==> config.mk <==
export PLATFORM = sky130hd
export DESIGN_NAME = cache_mem_arbiter
export DESIGN_NICKNAME = d
export VERILOG_FILES = /design/src/rtl/cache_mem_arbiter.sv
export SDC_FILE = /design/constraint.sdc
export NUM_CORES = 1
export LEC_CHECK = 0
export BUFFER_PORTS_ARGS = -buffer_cell sky130_fd_sc_hd__buf_2
export CAP_MARGIN = 20
export CORE_AREA = 4 4 103 105
export DETAILED_ROUTE_END_ITERATION = 10
export DIE_AREA = 0 0 107 109
export GPL_ROUTABILITY_DRIVEN = 1
export GPL_TIMING_DRIVEN = 0
export PLACE_DENSITY = 0.76
export SLEW_MARGIN = 10
export SYNTH_ARGS = -nofsm -noshare
export SYNTH_HDL_FRONTEND = slang
export SYNTH_SLANG_ARGS = --single-unit
export TNS_END_PERCENT = 50
==> constraint.sdc <==
create_clock -name clk -period 3.1 [get_ports clk]
set_input_delay 0.155 -clock clk [delete_from_list [all_inputs] [get_ports clk]]
set_output_delay 0.155 -clock clk [all_outputs]
set_load 0.01 [all_outputs]
==> src/rtl/cache_mem_arbiter.sv <==
// Shares one memory port between icache refills and dcache refills/write-backs,
// one line burst at a time. Optional macro ARB_ROUND_ROBIN_EN enables fair arbitration.
module cache_mem_arbiter #(
  parameter int LINE_WORDS = 4,
  parameter int MEM_LAT    = 1
) (
  input  logic                          clk,
  input  logic                          rst,
  input  logic                          ic_req,
  input  logic [31:0]                   ic_addr,
  output logic [31:0]                   ic_rdata,
  output logic                          ic_rvalid,
  output logic [$clog2(LINE_WORDS)-1:0] ic_widx,
  output logic                          ic_done,
  input  logic                          dc_req,
  input  logic                          dc_we,
  input  logic [31:0]                   dc_addr,
  input  logic [31:0]                   dc_wdata,
  output logic [$clog2(LINE_WORDS)-1:0] dc_widx,
  output logic [31:0]                   dc_rdata,
  output logic                          dc_rvalid,
  output logic                          dc_done,
  output logic [31:0]                   mem_addr,
  output logic                          mem_we,
  output logic [31:0]                   mem_wdata,
  input  logic [31:0]                   mem_rdata,
  output logic                          busy,
  output logic [1:0]                    grant
);

  localparam int IW  = $clog2(LINE_WORDS);
  localparam int OFF = IW + 2;
  localparam logic [IW-1:0] LAST = IW'(LINE_WORDS - 1);

  typedef enum logic [1:0] {IDLE, READ, WRITE} state_t;

  state_t          state;
  logic [31:OFF]   base;
  logic [IW-1:0]   cnt;
  logic            issuing;
  logic [MEM_LAT-1:0] vld;
  logic [IW-1:0]   idx [MEM_LAT];

  logic pick_dc, pick_ic;
  logic issue, wr, rv, last_rv;
  logic [IW-1:0] rv_idx;

`ifdef ARB_ROUND_ROBIN_EN
  logic last_owner;  // 0 = icache, 1 = dcache
  assign pick_dc = dc_req && (!ic_req || !last_owner);
`else
  assign pick_dc = dc_req;
`endif
  assign pick_ic = ic_req && !pick_dc;

  assign issue   = (state == READ) && issuing;
  assign wr      = (state == WRITE);
  assign rv      = vld[MEM_LAT-1];
  assign rv_idx  = idx[MEM_LAT-1];
  assign last_rv = rv && (rv_idx == LAST);

  // NOTE: outputs are decoded from registered state, so the async reset zeroes them without a clock.
  assign ic_rvalid = rv && grant[0];
  assign ic_rdata  = ic_rvalid ? mem_rdata : '0;
  assign ic_widx   = ic_rvalid ? rv_idx : '0;
  assign ic_done   = grant[0] && last_rv;

  assign dc_rvalid = rv && grant[1];
  assign dc_rdata  = dc_rvalid ? mem_rdata : '0;
  assign dc_widx   = wr ? cnt : (dc_rvalid ? rv_idx : '0);
  assign dc_done   = grant[1] && (last_rv || (wr && cnt == LAST));

  assign mem_we    = wr;
  assign mem_addr  = (issue || wr) ? {base, cnt, 2'b00} : '0;
  assign mem_wdata = wr ? dc_wdata : '0;

  logic unused_addr_bits;
  assign unused_addr_bits = ^{ic_addr[OFF-1:0], dc_addr[OFF-1:0]};

  always_ff @(posedge clk or negedge rst) begin
    if (!rst) begin
      state   <= IDLE;
      grant   <= '0;
      busy    <= 1'b0;
      base    <= '0;
      cnt     <= '0;
      issuing <= 1'b0;
`ifdef ARB_ROUND_ROBIN_EN
      last_owner <= 1'b0;
`endif
    end else begin
      case (state)
        IDLE: begin
          if (pick_dc || pick_ic) begin
            grant   <= {pick_dc, pick_ic};
            busy    <= 1'b1;
            base    <= pick_dc ? dc_addr[31:OFF] : ic_addr[31:OFF];
            cnt     <= '0;
            issuing <= !(pick_dc && dc_we);
            state   <= (pick_dc && dc_we) ? WRITE : READ;
`ifdef ARB_ROUND_ROBIN_EN
            last_owner <= pick_dc;
`endif
          end
        end
        READ: begin
          if (issuing) begin
            cnt <= cnt + 1'b1;
            if (cnt == LAST) issuing <= 1'b0;
          end
          if (last_rv) begin
            state <= IDLE;
            grant <= '0;
            busy  <= 1'b0;
          end
        end
        WRITE: begin
          cnt <= cnt + 1'b1;
          if (cnt == LAST) begin
            state <= IDLE;
            grant <= '0;
            busy  <= 1'b0;
          end
        end
        default: state <= IDLE;
      endcase
    end
  end

  // Return-tag pipeline: one stage per cycle of memory latency.
  always_ff @(posedge clk or negedge rst) begin
    if (!rst) begin
      vld <= '0;
      // NOTE: the tag pipeline is cleared too, so a stale index can never surface after reset.
      for (int s = 0; s < MEM_LAT; s++) idx[s] <= '0;
    end else begin
      vld[0] <= issue;
      idx[0] <= cnt;
      for (int s = 1; s < MEM_LAT; s++) begin
        vld[s] <= vld[s-1];
        idx[s] <= idx[s-1];
      end
    end
  end

endmodule

== After elaboration in Yosys (flattened, before gate mapping) ==
Cells that the tools add are included.

* $add $sub $neg: 1
* Eq/ne operators: 8
* Muxes and demuxes: 26
* Reductions and logical operators: 22

{| class="wikitable"
|+ Operators with widths
! kind !! number
|-
| 2-to-1 mux 32 bit || 4
|-
| 2-to-1 mux 28 bit || 1
|-
| 2-to-1 mux 2 bit || 10
|-
| case mux 2 bit (3 select lines) || 3
|-
| logical AND 1 bit || 9
|-
| == test 2 bit, second input constant || 3
|-
| 2-to-1 mux 1 bit || 6
|-
| != test 2 bit, second input constant || 3
|-
| AND reduction 3 bit || 2
|-
| AND reduction 2 bit || 2
|-
| AND reduction 4 bit || 1
|-
| logical OR 1 bit || 3
|-
| case mux 1 bit (3 select lines) || 1
|-
| nonzero test 3 bit || 1
|-
| adder 2 x 1 -> 2 bit, second input constant || 1
|-
| == test 2 x 1 -> 1 bit, second input constant || 1
|-
| zero test 1 bit || 2
|-
| zero test 2 bit || 1
|-
| != test 2 x 1 -> 1 bit, second input constant || 1
|-
| case mux 1 bit (2 select lines) || 1
|-
| nonzero test 2 bit || 1
|}

* Bits in registers: 39
* Input bits: 133
* Output and inout port bits: 140
* Logic and storage cells: 65

== Logic depth before layout (Yosys ltp) ==
Gate-level depths: netlist (run 1).

* Depth after elaboration: 5
* Mapped depth: 7
* Depth with buffers taken out: 5

== Least setup slack after synthesis (run 1) ==
No wires, ideal clock.

* Path kind: register to register
* Start point: register state[0]
* End point: register grant[0]
* Library setup time: 125 ps
* Arrival: 1699 ps
* Data required time: 2975 ps
* Path slack: 1277 ps
* Cell stages (with the launch flop): 6
* Path buffers: 0
* Clock period less this slack: 1823 ps
* Path through: dfrtp_1 inv_1 ha_1 nor2b_1 a2111oi_4 mux2_2

* Longest elaborated chain between the ends: 3
* Elaborated cells between the ends (all ways): 9
* Those cells by class: eq/ne: 5; mux: 1; reduce/logical: 3

{| class="wikitable"
|+ RTL lines
! element !! line !! text
|-
| start, declared || 37 || <nowiki>state_t state;</nowiki>
|-
| start signal, assigned || 100 || <nowiki>state <= (pick_dc && dc_we) ? WRITE : READ;</nowiki>
|-
| == test 2 bit * || -- ||
|-
| net mem_we || 24 || <nowiki>output logic mem_we,</nowiki>
|-
| != test 2 x 1 -> 1 bit (no source line) / nonzero test 3 bit (equally long branches) || -- ||
|-
| AND reduction 4 bit (no source line) || -- ||
|-
| end signal, assigned || 95 || <nowiki>grant <= {pick_dc, pick_ic};</nowiki>
|-
| end, declared || 28 || <nowiki>output logic [1:0] grant</nowiki>
|}

Mark *: on every way through the listed nets, which the timed path passes. The rest lies on a longest branch.
A chain may end at the register's enable or synchronous reset.

== Worst setup path after layout (run 1) ==
* Start point: register state[1]
* End point: output mem_addr[2]

* Longest elaborated chain between the ends: 4
* Elaborated cells between the ends (all ways): 5
* Those cells by class: eq/ne: 2; mux: 1; reduce/logical: 2

{| class="wikitable"
|+ RTL lines
! element !! line !! text
|-
| == test 2 x 1 -> 1 bit || 56 || <nowiki>assign issue = (state == READ) && issuing;</nowiki>
|-
| logical AND 1 bit || 56 ||
|-
| net issue || 45 || <nowiki>logic issue, wr, rv, last_rv;</nowiki>
|-
| logical OR 1 bit || 74 || <nowiki>assign mem_addr = (issue || wr) ? {base, cnt, 2'b00} : '0;</nowiki>
|-
| 2-to-1 mux 32 bit || 74 ||
|-
| end, declared || 23 || <nowiki>output logic [31:0] mem_addr,</nowiki>
|}

The timed path passes the listed nets, and every way through them passes these cells.

==> flow_summary_export.csv, run 1 <==
group,metric,value,unit
job,drv_cap,0,
grt,grt_pass1_vias,3302,
setup_path,crit_path_end_kind,"primary output",
clocking,numCtsBuffers,5,
pwr,power_density,642,nW/um^2
placed_design,port_buffers,261,
pwr,leakagePower,2.84,nW
timing,fin_crit_sh,0.766,
final_layout,fin_nets,746,
timing,hold_viol,28,
clocking,cts_root_buffer,"clkbuf_8",
setup_path,cp.required,2.94,ns
timing,finalCriticalPeriod,2.38,ns
clocking,cts.sinks,39,
timing,worst_slew_pin_slew,0.871,ns
detailed_routing,wl_per_cell,15.1,um
timing,clock_skew,0.00494,ns
yosys,synth_common_cells,"and3_1, dfrtp_1, and2_1, nand2_1, nor2b_1",
yosys,yosys.area.top_type,"dfrtp_1",
final_layout,layout-drive-gt1-share,0.468,
setup_path,worstPathArrival,2.22,ns
clocking,cts_resized,0,
clocking,cts_tree,"yes",
grt,grt_pass1_wl,16.4,mm
hold_path,holdCritPathClass,"in2async",
detailed_routing,firstDrtPassIters,4,
clocking,ctsHoldBuffers,0,
detailed_routing,drtAntennaViolNets,0,
yosys,ys_top_cells_by_area,"dfrtp_1, and3_1, mux2i_1, and2_1, nor2b_1",
detailed_routing,viasPerCell,4.61,
yosys,synthCells,337,
floorplanning,start_util,0.296,
outcome,status,"finished, violations left",
yosys,syn_avg_cell_area,8.45,sq um
final_layout,diodes,0,
timing,fin_setup_tns,0,ns
floorplanning,dieArea,11700,sq um
detailed_routing,drc,0,
placed_design,gp_congestion,0.904,
yosys,synth.most_common_cell,"and3_1",
placed_design,place_area,4330,sq um
clocking,htree_levels,2,
setup_path,path_max_fanout,10,
setup_path,rr_worst_depth,5,
grt,track_usage,0.176,
setup_path,setup.worst_path.start_class,"flip-flop",
pwr,ir_worst_vdd,0.364,mV
detailed_routing,first_iter_violations,127,
floorplanning,rows,36,
timing,setup_viol,0,
setup_path,path_class,"reg2out",
timing,report.final.slew_viol_count,0,
detailed_routing,wl,11.2,mm
grt,antenna_found_initial,2,
yosys,syn_area,2850,sq um
floorplanning,die_w,107,um
clocking,clock_path_buffers,2,
clocking,clk_latency,0.28,ns
outcome,violations,"negative hold slack",
detailed_routing,route.vias.total,3413,
yosys,yosysSeqAreaShare,0.343,
yosys,ys.flop_type,"dfrtp_1",
placed_design,dp_hpwl,9.56,mm
grt,grt_max_degree,40,
yosys,yosysTopAreaCellShare,0.343,
yosys,ys_async_sr_fraction,1.00,
final_layout,syn2layout_area_growth,55.3,%
floorplanning,coreArea,9640,sq um
yosys,synth_seq_cells,39,
yosys,synthDistinctLibCells,27,
timing,rsz0062_at_grt,"false",
clocking,clkTransAtPathRegs,0.07,ns
yosys,synth-edff-count,0,
floorplanning,die_y,109,um
final_layout,fin_area,4430,sq um
timing,whs,-0.0175,ns
floorplanning,io_pins,273,
yosys,yosysWarnings,0,
grt,gr-total-overflow,0,
clocking,post-cts-setup-buffers,0,
timing,relSlewSlack,0.419,
timing,max_freq,421,MHz
[final timing paths]
kind / from / end / slack (ns)
min in group clk: ic_addr[22] / base[22] / 0.15
max in group asynchronous: rst / busy / 2.57
hold reg to reg: cnt[1] / idx[1] / 0.44
hold / removal: rst / base[17] / -0.02
setup / recovery: state[1] / mem_addr[2] / 0.72
setup reg to reg: state[0] / grant[0] / 1.13
[routing by layer]
layer  routed length [um]  up-vias  global-route usage
li1                     -     1675                   -
met1                 4130     1536               0.195
met2                 5690      171               0.320
met3                  980       27              0.0491
met4                  319        4              0.0658
met5                   26        -                   0
[state kept, by name, summed over array words and instances (netlist names)]
| signal | count |
|---|---|
| base | 28 |
| cnt | 2 |
| grant | 2 |
| idx | 2 |
| state | 2 |
| busy | 1 |
| issuing | 1 |
| rv | 1 |
[critical path, cell delays in order (launching register included)]
cell	delay [ns]
dfrtp_1	0.44
inv_1	0.11
ha_1	0.30
and2_1	0.22
nor2_1	0.15
clkbuf_1	0.44
nor2b_1	0.10
buf_2	0.17
[cell families after synthesis]
logic type / share of synthesized area
flops: 0.343
mux: 0.117
fa+ha+maj: 0.0307
simple gates: 0.363
buf+inv: 0.0536
compound gates: 0.0918
other cells: 0.00132
[through the flow]
stage / power (mW) / hold WS (ns) / utilization / cells / setup slack, ns
6_report: 2.84 / -0.0175 / 0.459 / 740 / 0.724
3_5_place_dp: 2.49 / 0.332 / 0.449 / 732 / 1.03
3_3_place_gp: 2.44 / 0.317 / 0.449 / 732 / 1.05
2_1_floorplan: 1.86 / -0.141 / - / 338 / 1.28
5_1_grt: 3.11 / 0.0477 / 0.459 / 740 / 0.514
4_1_cts: 2.88 / 0.0111 / 0.459 / 740 / 0.700
[placed cells by master (no fill, tap or decap), types with 2 or more instances in the layout]
cell,instances
clkbuf_8,7
conb_1,2
buf_2,269
a211oi_1,3
mux2_2,3
and3_1,68
inv_1,5
and2_1,35
nor2_1,4
nand2_1,34
dfrtp_1,39
o21ai_0,31
nor2b_1,33
mux2i_1,30
a21boi_0,2
buf_4,2
clkbuf_1,22
ha_1,7
a21o_1,2
[area by class of cell]
cell class	count	area [sq um]
inverters	5	18.8
repair buffers	261	1310
multi-input cells	263	1720
plain buffers	31	134
clock buffers	8	100
fillers	1010	5210
flip-flops and latches	39	976
well taps	133	166
[power breakdown]
part           internal (mW)  total, mW  switching [mW]
logic                  0.664       1.56           0.898
registers              0.746      0.903           0.157
clock network          0.203      0.375           0.172
Power figures use the tool's default switching activity.
==> run 2, diff against run 1 <==
ABC_AREA = 1   (was unset)
CORE_AREA = unset   (was 4 4 103 105)
CORE_ASPECT_RATIO = 0.5   (was unset)
CORE_MARGIN = 4   (was unset)
CORE_UTILIZATION = 38   (was unset)
DIE_AREA = unset   (was 0 0 107 109)
PLACE_DENSITY = 0.91   (was 0.76)
clock period = 2.3 ns   (was 3.1 ns; I/O delays follow)
==> flow_summary_export.csv, run 2 <==
group,metric,value,unit
detailed_routing,drc,0,
timing,max_freq,496,MHz
setup_path,path_class,"reg2out",
pwr,power_density,879,nW/um^2
clocking,post-cts-setup-buffers,0,
yosys,synthCells,507,
final_layout,diodes,0,
yosys,synth-edff-count,0,
timing,worst_slew_pin_slew,0.850,ns
floorplanning,die_w,134,um
clocking,clk_latency,0.28,ns
floorplanning,io_pins,273,
placed_design,dpl.cell_count,878,
yosys,yosysTopAreaCellShare,0.323,
timing,fin_setup_tns,0,ns
yosys,ys.flop_type,"dfrtp_1",
pwr,leakagePower,3.35,nW
final_layout,final_cell_mix,"buf_2, nand2_1, inv_1",
setup_path,cp.required,2.18,ns
grt,track_usage,0.228,
clocking,htree_levels,2,
yosys,syn_avg_cell_area,5.95,sq um
timing,fin_crit_sh,0.876,
floorplanning,rows,22,
timing,relSlewSlack,0.433,
timing,clock_skew,0.00413,ns
placed_design,gp_congestion,0.902,
final_layout,fin_cells,887,
yosys,syn_area,3020,sq um
setup_path,cp_slowest_cell,"dfrtp_1",
setup_path,crit_family,"buffers and inverters",
yosys,synthDistinctLibCells,22,
floorplanning,die_y,71.0,um
setup_path,regToRegStartpoint,"state[0]",
detailed_routing,route.vias.total,3972,
detailed_routing,firstDrtPassIters,5,
setup_path,crit_chain,"inv_1, ha_1, buf_2, nor2_1, buf_2, nor2_1, buf_2",
final_layout,layout-drive-gt1-share,0.401,
detailed_routing,first_iter_violations,228,
clocking,ctsHoldBuffers,1,
grt,antenna_found_initial,0,
yosys,yosysSeqAreaShare,0.323,
final_layout,utilization,0.619,
detailed_routing,wl_per_cell,13.1,um
timing,hold_viol,0,
placed_design,port_buffers,262,
setup_path,crit_path_end_kind,"primary output",
setup_path,critPathBufInv,4,
yosys,synth_seq_cells,39,
clocking,clock_path_buffers,2,
final_layout,fin_nets,918,
setup_path,worstPathArrival,1.90,ns
setup_path,setup.worst_path.start_class,"flip-flop",
clocking,cts_resized,0,
setup_path,path_common_cell,"buf_2",
clocking,cts.sinks,39,
yosys,ys_top_cells_by_area,"dfrtp_1, nand2_1, inv_1, nor2_1, o21ai_2",
timing,rsz0062_at_grt,"false",
final_layout,final_common_cell,"buf_2",
detailed_routing,drtAntennaViolNets,0,
timing,finalCriticalPeriod,2.01,ns
setup_path,slowest_delay,0.43,ns
clocking,clkTransAtPathRegs,0.06,ns
floorplanning,dieArea,9520,sq um
detailed_routing,viasPerCell,4.48,
clocking,cts_root_buffer,"clkbuf_16",
setup_path,cp-startpoint,"state[0]",
yosys,yosysWarnings,0,
hold_path,holdCritPathClass,"in2reg",
setup_path,path_max_fanout,10,
yosys,synth.most_common_cell,"nand2_1",
job,drv_cap,0,
yosys,yosys.area.top_type,"dfrtp_1",
floorplanning,start_util,0.402,
grt,grt_pass1_wl,17.8,mm
pwr,ir_worst_vdd,0.459,mV
final_layout,syn2layout_area_growth,54.1,%
final_layout,largest_reg_flops,28,
placed_design,dp_hpwl,9.46,mm
clocking,numCtsBuffers,5,
detailed_routing,wl,11.6,mm
outcome,status,"finished, final reports clean",
grt,grt_pass1_vias,3677,
timing,whs,0.130,ns
grt,grt_max_degree,40,
yosys,ys_async_sr_fraction,1.00,
timing,setup_viol,0,
grt,gr-total-overflow,0,
pwr,power,4.09,mW
hold_path,min_from,"ic_addr[28]",
timing,report.final.slew_viol_count,0,
clocking,cts_tree,"yes",
floorplanning,coreArea,7510,sq um
final_layout,largest_register,"base",
yosys,synth_common_cells,"nand2_1, inv_1, nor2_1, dfrtp_1, o21ai_2",
==> run 2: cell families (layout without fill, tap and decap cells) <==
kind of cell	count (synthesis)	count (layout)	synth area share
and+or+nand+nor	283	283	0.361
other	1	2	0.00124
AOI/OAI and AO/OA	38	38	0.0912
buffers and inverters	139	410	0.194
DFF	39	39	0.323
adders and majority gates	7	7	0.0290
==> run 2: power by group <==
part	leakage, nW	total, mW	internal, mW	switching, mW
Sequential	0.489	1.13	0.993	0.133
Combinational	2.77	2.16	0.804	1.35
Clock	0.0868	0.811	0.539	0.271
==> run 2: layer usage <==
layer  vias to the layer above  share of wire  global-route usage
li1                       1996              -                   -
met2                       169           0.50               0.413
met3                        16          0.072              0.0334
met4                         0          0.015              0.0564
met1                      1791           0.41               0.289
met5                         -              0                   0
==> run 2: layout make-up <==
class                      instances  area [sq um]
buffer                            27           165
clock buffer                       6           139
clock inverter                     2          35.0
fill                             693          2860
inverter                         112           420
multi-input combinational        330          1460
sequential                        39           976
tap                              108           135
timing repair buffer             263          1320
==> run 2: through the flow <==
step,setup slack (ns),instance area (sq um)
2_1_floorplan,0.941,3020
3_3_place_gp,0.621,4470
3_5_place_dp,0.577,4470
4_1_cts,0.288,4650
5_1_grt,0.125,4650
6_report,0.285,4650
==> run 2: worst register-to-register path, stage by stage (launching register included) <==
cell     delay, ns
dfrtp_1       0.43
inv_1         0.14
ha_1          0.28
o21ai_2       0.11
inv_2         0.07
buf_6         0.15
buf_6         0.15
nand2_1       0.08
o21ai_2       0.06
==> run 2: worst paths after layout <==
kind,to,slack (ns),cells past startpoint
worst max-delay path,mem_addr[24],0.29,7
min in group asynchronous,base[12],0.50,2
worst min register to register,idx[0],0.45,0
worst min-delay path,base[28],0.13,5
max in group asynchronous,base[4],1.27,2
worst max register to register,base[19],0.76,8
==> run 3, diff against run 2 <==
MAX_ROUTING_LAYER = met4   (was unset)
==> flow_summary_export.csv, run 3 (synthesis gave the netlist of run 2 again) <==
group,metric,value,unit
outcome,status,"finished, final reports clean",
detailed_routing,drc,0,
hold_path,holdCritPathClass,"in2reg",
placed_design,gp_congestion,0.918,
clocking,post-cts-setup-buffers,0,
clocking,cts_root_buffer,"clkbuf_16",
grt,grt_max_degree,40,
hold_path,min_from,"ic_addr[28]",
floorplanning,rows,22,
clocking,clkTransAtPathRegs,0.06,ns
final_layout,final_common_cell,"buf_2",
detailed_routing,wl,11.6,mm
setup_path,worst_r2r_endpoint,"base[19]",
timing,clock_skew,0.00313,ns
detailed_routing,route.vias.total,3971,
hold_path,min_to,"base[28]",
setup_path,path_max_fanout,10,
floorplanning,die_y,71.0,um
timing,report.final.slew_viol_count,0,
detailed_routing,firstDrtPassIters,5,
clocking,clock_path_buffers,2,
timing,rsz0062_at_grt,"false",
setup_path,rrSetupSlack,0.76,ns
final_layout,regArea,976,sq um
floorplanning,dieArea,9520,sq um
setup_path,regToRegStartpoint,"state[0]",
pwr,switchingPower,1.75,mW
final_layout,syn2layout_area_growth,54.1,%
pwr,leakagePower,3.35,nW
setup_path,setup.worst_path.start_class,"flip-flop",
detailed_routing,drtAntennaViolNets,0,
floorplanning,start_util,0.402,
pwr,power_frac_comb,0.528,
final_layout,layout-drive-gt1-share,0.401,
final_layout,largest_register,"base",
placed_design,port_buffers,262,
grt,gr-total-overflow,0,
placed_design,pre_cts_slack,0.577,ns
pwr,power_frac_seq,0.275,
grt,grt_pass1_wl,17.8,mm
floorplanning,coreArea,7510,sq um
floorplanning,die_w,134,um
grt,track_usage,0.235,
detailed_routing,wl_per_cell,13.1,um
timing,max_freq,496,MHz
floorplanning,io_pins,273,
grt,grt_pass1_vias,3679,
pwr,ir_worst_vdd,0.458,mV
timing,fin_ws,0.285,ns
clocking,htree_levels,2,
clocking,cts_tree,"yes",
final_layout,fill_cells,693,
placed_design,place_area,4470,sq um
timing,worst_slew_pin_slew,0.851,ns
timing,setup_viol,0,
pwr,p_int,2.34,mW
timing,hold_viol,0,
timing,fin_setup_tns,0,ns
setup_path,path_class,"reg2out",
pwr,pwr-share-clk,0.198,
grt,antenna_found_initial,0,
setup_path,rr_worst_depth,8,
final_layout,diodes,0,
setup_path,cp.required,2.18,ns
clocking,clk_latency,0.28,ns
detailed_routing,viasPerCell,4.48,
clocking,numCtsBuffers,5,
final_layout,fin_nets,918,
timing,fin_crit_sh,0.876,
setup_path,worstPathArrival,1.90,ns
final_layout,fin_area,4650,sq um
clocking,cts.sinks,39,
setup_path,crit_path_end_kind,"primary output",
hold_path,min_path_cells,5,
detailed_routing,first_iter_violations,225,
pwr,power_density,879,nW/um^2
final_layout,largest_reg_flops,28,
timing,relSlewSlack,0.433,
final_layout,multi_input_area,1460,sq um
final_layout,final_cell_mix,"buf_2, nand2_1, inv_1",
job,drv_cap,0,
pwr,switching_share,0.429,
timing,finalCriticalPeriod,2.01,ns
placed_design,dp_hpwl,9.46,mm
[run 3: cell counts in the layout (fill, tap and decap cells not counted)]
Identical to the previous run, type by type.
[run 3: layout make-up]
cell class,count,share of cell area
well taps,108,0.0290
plain buffers,27,0.0355
clock buffers,6,0.0299
multi-input cells,330,0.314
repair buffers,263,0.284
inverters,112,0.0904
clock inverters,2,0.00753
flip-flops and latches,39,0.210
[run 3: power by group through the flow]
stage / clock network (mW) / registers (mW) / logic [mW]
finish: 0.808 / 1.12 / 2.16
CTS: 0.811 / 1.13 / 2.16
global route: 0.852 / 1.15 / 2.42
detailed placement: 0 / 1.13 / 2.14
global placement: 0 / 1.11 / 2.08
floorplan: 0 / 1.11 / 1.41
[run 3: per-layer routing]
| layer | GRT usage | up-vias | wire length [um] |
|---|---|---|---|
| li1 | - | 1993 | - |
| met1 | 0.289 | 1782 | 4750 |
| met2 | 0.413 | 178 | 5840 |
| met3 | 0.0334 | 18 | 819 |
| met4 | 0.0564 | 0 | 196 |
| met5 | - | - | 0 |
[run 3: what timing repair did]
item / CTS / global route
hold endpoints to repair: 39 / 0
hold buffers: 1 / 0
gates resized for setup: 0 / 0
[run 3: critical path, stage by stage, from the launching register on]
cell     delay, ns
dfrtp_1       0.43
inv_1         0.12
ha_1          0.20
buf_2         0.16
nor2_1        0.22
buf_2         0.27
nor2_1        0.08
buf_2         0.14
[run 3: how the worst max path moves through the flow]
stage	startpoint	to	slack (ns)	cells after the start
after floorplan	state[0]	grant[0]	0.94	6
after global placement	state[0]	mem_addr[24]	0.62	7
after detailed placement	state[0]	mem_addr[24]	0.58	7
after CTS	state[0]	mem_addr[24]	0.29	7
after global routing	state[1]	mem_addr[24]	0.12	8
final	state[0]	mem_addr[24]	0.29	7
[run 3: per-stage QoR]
step,hold slack (ns),std cells,total power [mW],util
floorplan,-0.181,508,2.51,-
global placement,0.264,878,3.19,0.595
detailed placement,0.273,878,3.27,0.595
CTS,0.127,887,4.10,0.619
global route,0.152,887,4.43,0.619
finish,0.133,887,4.09,0.619
